$ cat src/rtl/if_fetch_unit_pkg.sv
// Shared definitions for the instruction-fetch stage: NOP encoding, fetch
// exception cause codes and the fetch state machine encoding.
package if_fetch_unit_pkg;

  // addi x0, x0, 0
  localparam logic [31:0] NopInst = 32'h0000_0013;

  localparam logic [3:0] CauseMisaligned  = 4'd0;
  localparam logic [3:0] CauseAccessFault = 4'd1;

  typedef enum logic [1:0] {
    StBoot,
    StRun,
    StFault
  } fetch_state_e;

endpackage

$ cat src/rtl/if_next_pc.sv
// Fetch address selection: priority mux (trap > redirect > sequential) plus
// misalignment and optional ROM range checking. Purely combinational.
// Build option: IFU_RANGE_CHECK_EN enables the out-of-ROM access fault.
module if_next_pc
  import if_fetch_unit_pkg::*;
#(
  parameter int unsigned IROM_DEPTH = 10
) (
  input  logic [1:0]  state,
  input  logic [31:0] pc,
  input  logic        stall,
  input  logic        redirect_valid,
  input  logic [31:0] redirect_pc,
  input  logic        trap_valid,
  input  logic [31:0] trap_pc,
  output logic        issue_en,
  output logic [31:0] issue_adr,
  output logic        load,
  output logic        fault,
  output logic [3:0]  cause
);

  localparam logic [32:0] SpanBytes = 33'd4 << IROM_DEPTH;

  logic misaligned;
  logic out_of_range;
  logic range_fault;

  // Pick the address this cycle would fetch and whether the response regs reload.
  always_comb begin
    issue_adr  = pc;
    load       = 1'b0;
    misaligned = 1'b0;
    if (trap_valid) begin
      issue_adr = {trap_pc[31:2], 2'b00};
      load      = 1'b1;
    end else if (redirect_valid && (state != StFault)) begin
      issue_adr  = redirect_pc;
      load       = 1'b1;
      misaligned = |redirect_pc[1:0];
    end else if (!stall && (state == StRun)) begin
      load = 1'b1;
    end
  end

  assign out_of_range = {1'b0, issue_adr} >= SpanBytes;

`ifdef IFU_RANGE_CHECK_EN
  assign range_fault = out_of_range;
`else
  // ROM aliases high address bits; the comparison is simply not used.
  logic unused_out_of_range;
  assign unused_out_of_range = out_of_range;
  assign range_fault = 1'b0;
`endif

  // Misalignment takes precedence over the range fault for the reported cause.
  assign fault    = load && (misaligned || range_fault);
  assign cause    = (!misaligned && range_fault) ? CauseAccessFault : CauseMisaligned;
  assign issue_en = load && !fault;

  logic unused_trap_lsb;
  assign unused_trap_lsb = ^trap_pc[1:0];

endmodule

$ cat src/rtl/if_fetch_unit.sv
// Instruction-fetch stage: owns the PC, issues one ROM read per cycle and
// pairs the ROM's one-cycle-late data with its PC for decode. Handles stall,
// branch redirect, trap redirect and fetch exceptions.
// Build option: IFU_RANGE_CHECK_EN faults fetches beyond the ROM span.
module if_fetch_unit
  import if_fetch_unit_pkg::*;
#(
  parameter logic [31:0] RESET_PC   = 32'h0000_0000,
  parameter int unsigned IROM_DEPTH = 10
) (
  input  logic        clk,
  input  logic        rst,
  input  logic        stall_i,
  input  logic        redirect_valid,
  input  logic [31:0] redirect_pc,
  input  logic        trap_valid,
  input  logic [31:0] trap_pc,
  output logic        irom_en,
  output logic [31:0] irom_adr,
  input  logic [31:0] irom_inst,
  output logic        id_valid,
  output logic [31:0] id_pc,
  output logic [31:0] id_inst,
  output logic        id_exc,
  output logic [3:0]  id_cause
);

  fetch_state_e state_q;
  logic [31:0]  pc_q;
  logic [31:0]  resp_pc_q;
  logic         resp_v_q;
  logic         exc_q;
  logic [3:0]   cause_q;

  logic         issue_en;
  logic [31:0]  issue_adr;
  logic         load;
  logic         fault;
  logic [3:0]   cause;

  if_next_pc #(
    .IROM_DEPTH(IROM_DEPTH)
  ) u_next_pc (
    .state         (state_q),
    .pc            (pc_q),
    .stall         (stall_i),
    .redirect_valid(redirect_valid),
    .redirect_pc   (redirect_pc),
    .trap_valid    (trap_valid),
    .trap_pc       (trap_pc),
    .issue_en      (issue_en),
    .issue_adr     (issue_adr),
    .load          (load),
    .fault         (fault),
    .cause         (cause)
  );

  // Fetch FSM and response registers; the response tracks the address issued last cycle.
  always_ff @(posedge clk) begin
    if (rst) begin
      state_q   <= StBoot;
      pc_q      <= RESET_PC;
      resp_pc_q <= RESET_PC;
      resp_v_q  <= 1'b0;
      exc_q     <= 1'b0;
      cause_q   <= CauseMisaligned;
    end else if (load) begin
      resp_v_q  <= 1'b1;
      resp_pc_q <= issue_adr;
      exc_q     <= fault;
      cause_q   <= cause;
      if (fault) begin
        state_q <= StFault;
      end else begin
        state_q <= StRun;
        pc_q    <= issue_adr + 32'd4;
      end
    end else begin
      case (state_q)
        StBoot:  state_q <= StRun;
        // Exception bundle leaves once decode takes it.
        StFault: if (!stall_i) resp_v_q <= 1'b0;
        default: ;
      endcase
    end
  end

  // ROM request is combinational so redirects fetch their target in the same cycle.
  always_comb begin
    irom_en  = !rst && issue_en;
    irom_adr = rst ? RESET_PC : issue_adr;
  end

  // Decode bundle; ROM data only meaningful for a valid, non-faulting response.
  always_comb begin
    id_valid = resp_v_q;
    id_pc    = resp_pc_q;
    id_exc   = exc_q;
    id_cause = cause_q;
    id_inst  = (resp_v_q && !exc_q) ? irom_inst : NopInst;
  end

endmodule
$ cat config.mk
export PLATFORM = sky130hd
export DESIGN_NAME = if_fetch_unit
export DESIGN_NICKNAME = d
export VERILOG_FILES = /design/src/rtl/if_fetch_unit_pkg.sv /design/src/rtl/if_next_pc.sv /design/src/rtl/if_fetch_unit.sv
export SDC_FILE = /design/constraint.sdc
export NUM_CORES = 1
export LEC_CHECK = 0
export ABC_AREA = 1
export ABC_CLOCK_PERIOD_IN_PS = 3830
export CORE_MARGIN = 5
export CORE_UTILIZATION = 47
export DETAILED_ROUTE_END_ITERATION = 8
export HOLD_SLACK_MARGIN = 0.12
export PLACE_DENSITY = 0.95
export REMOVE_ABC_BUFFERS = 1
export SYNTH_ARGS = -nofsm -noshare
export SYNTH_HDL_FRONTEND = slang
export SYNTH_HIERARCHICAL = 1
export SYNTH_SLANG_ARGS = --single-unit
$ cat constraint.sdc
create_clock -name clk -period 3.83 [get_ports clk]
set_input_delay 0.5745 -clock clk [delete_from_list [all_inputs] [get_ports clk]]
set_output_delay 0.5745 -clock clk [all_outputs]
set_load 0.02 [all_outputs]
==> impl_metrics.ini <==
[outcome]
status = completed

[logic_synthesis]
seq_area_frac_synth = 0.297
syn-cell-area_um2 = 4850
synthArstFlopShare = 0
synth_edf_count = 0
yosysMostFrequentCell = nand2_1
syn_area_per_cell_um2 = 5.85
yosys.area.top_type = dfxtp_1
netlist_top_cells_area = dfxtp_1 30%, nand2_1 14%, inv_1 12%, nor2_1 10%, nand3_1 9.2%
ys_ff_latch = 72
yosysUniqueCellTypes = 32
synth_ff_type = dfxtp_1
synthCells = 828
synth_warnings = 6
yosysTopAreaCellShare = 0.297
synth_commonest_cells = 182 x nand2_1, 153 x inv_1, 130 x nor2_1

[critical_path]
path_max_fanout = 33
reg2reg_from = state_q[0]$_SDFFE_PP0P_
reg2reg_to = pc_q[15]$_SDFFE_PP0P_
end_kind = output port
r2r_cells = 11
crit_type = reg -> out
cp_num_buf_inv = 3
start_kind = flip-flop
rrSetupSlack_ps = 900
arrival_ps = 2740
max_stage_delay_ps = 620
critPathRequiredTime_ps = 3260
critical_path.cell_chain = inv_1, nand2_4, nand2_4, nand2_1, nand3_1, nand2_1, inv_1, nor2_1, clkdlybuf4s50_1
critPathSlowestCell = clkdlybuf4s50_1
crit_start = state_q[0]$_SDFFE_PP0P_
critPathTopFamily = simple AND/OR/NAND/NOR gates

[placed_design]
place_area_um2 = 6870
port_buffers = 201
dp_slack_ps = 620
globalplace.congestion = 0.917
dpl.cell_count = 1132
dpl.hpwl_um = 12000

[sta]
timing_worst_slew_pin_value_ps = 935
hold_ws_ps = 456
hold_viol = 0
drv_slew = 0
fin_setup_tns_ps = 0
fin_ws_ps = 519
rsz0062_at_grt = false
fin_worst_skew_ps = 17.2
setup_viol = 0
relSlewSlack = 0.375
fmax_ghz = 0.302
min_period_ps = 3310
fin_crit_sh = 0.864

[floorplanning]
die_x_um = 112
dieArea_um2 = 12400
coreArea_um2 = 10200
ios = 204
fp.dieH_um = 112
initial_core_util = 0.476
rows = 37

[worst_hold_path]
min-delay-start = pc_q[16]$_SDFFE_PP0P_
hold_path_depth = 2
hold_path.class = reg -> reg
hold_end = pc_q[16]$_SDFFE_PP0P_

[power_and_ir_drop]
p_sw_mw = 0.801
power_density_nw_per_um2 = 337
fin_total_pwr_mw = 2.40
combPwrFrac = 0.338
p_seq_frac = 0.358
p_leak_nw = 3.43
ir_worst_vdd_mv = 0.214
switching_share = 0.334
pwr-share-clk = 0.304
internal_power_mw = 1.60

[detailed_routing]
first_pass_iters = 7
post-route-drc-count = 0
drtAntennaViolNets = 0
vias_per_cell = 4.98
vias = 5719
drt-wirelength-per-cell_um = 14.0
drt_iter0_markers = 353
routed_wirelength_um = 16100

[cts]
cts_tree = done
path_clk_slew_ps = 80
cts_sinks = 72
htreeDepth = 3
clockBufferDepth = 2
cts_buffers = 9
cts_setup_buffers = 0
ctsResizeCount = 0
cts_hold_buf = 0
root_buffer = clkbuf_8
insertion_delay_ps = 360

[layout]
antennaDiodeCount = 0
final_area_um2 = 7110
final_cells = 1148
layout.core_utilization = 0.698
syn_to_final_growth_pct = 46.6
drive_above_1_share = 0.0603
nets = 1109

[global_routing]
grt_pass1_vias = 5386
grt_max_degree = 39
antenna_found_initial = 0
grt_usage = 0.248
grt_overflow = 0
grt_pass1_wl_um = 25800

[run]
cap_violations = 0
worst max-delay path by stage:
stage / slack (ps) / cells after the start / end
after floorplan: 490 / 7 / state_q[1]$_SDFFE_PP0P_
after global placement: 620 / 10 / state_q[1]$_SDFFE_PP0P_
after detailed placement: 620 / 7 / irom_adr[1]
after CTS: 550 / 9 / irom_adr[21]
after global routing: 350 / 9 / irom_adr[19]
final: 520 / 9 / irom_adr[9]
metal layers:
| layer | global-route usage | share of wire |
|---|---|---|
| met5 | 0 | 0 |
| met2 | 0.436 | 0.48 |
| met4 | 0.109 | 0.031 |
| met3 | 0.0533 | 0.081 |
| met1 | 0.291 | 0.41 |
power groups by stage:
stage / clock [mW] / sequential, mW / combinational [mW]
after CTS: 0.734 / 0.858 / 0.807
after global routing: 0.771 / 0.868 / 0.880
after floorplan: 0 / 0.915 / 0.381
after global placement: 0 / 0.871 / 0.789
final: 0.729 / 0.859 / 0.809
after detailed placement: 0 / 0.875 / 0.802
area by class of cell:
class,count,area (um^2)
timing repair buffer,210,2070
sequential,72,1440
inverter,157,592
clock inverter,4,73.8
tap,136,170
clock buffer,12,165
fill,867,3080
multi-input combinational,557,2590
registers in the layout, summed over array words and instances, names as in the netlist:
signal	cells
id_cause	4
id_exc	1
id_pc	32
id_valid	1
pc_q	32
state_q	2
cell usage in the layout (no fill, tap or decap), drive strengths merged:
master         netlist  final
a22o                 3      3
a32o                 1      1
inv                157    158
o21ai               58     58
nor3                 2      2
and2                 3      3
nand4                1      1
nand2              192    192
o31ai                1      1
ha                   1      1
or2                  4      4
a31oi                1      1
conb                 1      4
a21oi               43     43
clkdlybuf4s50        0    200
dfxtp               72     72
a211oi               1      1
buf                 27     10
nor2               145    145
xor2                 8      8
clkinv               0      1
bufinv               0      2
clkbuf              18     12
nand3               89     89
tightest hold or removal path: cells and delay by family (launching register included):
family | cells | cell delay [ps]
DFF | 1 | 310
AOI/OAI and AO/OA | 1 | 50
and+or+nand+nor | 1 | 50
cell families after synthesis:
kind of cell    share of synthesized area
compound gates                      0.117
xor+xnor                           0.0145
fa+ha+maj                         0.00258
buf+inv                             0.171
flops                               0.297
other cells                      0.000774
simple gates                        0.396
Power figures use the tool's default switching activity.
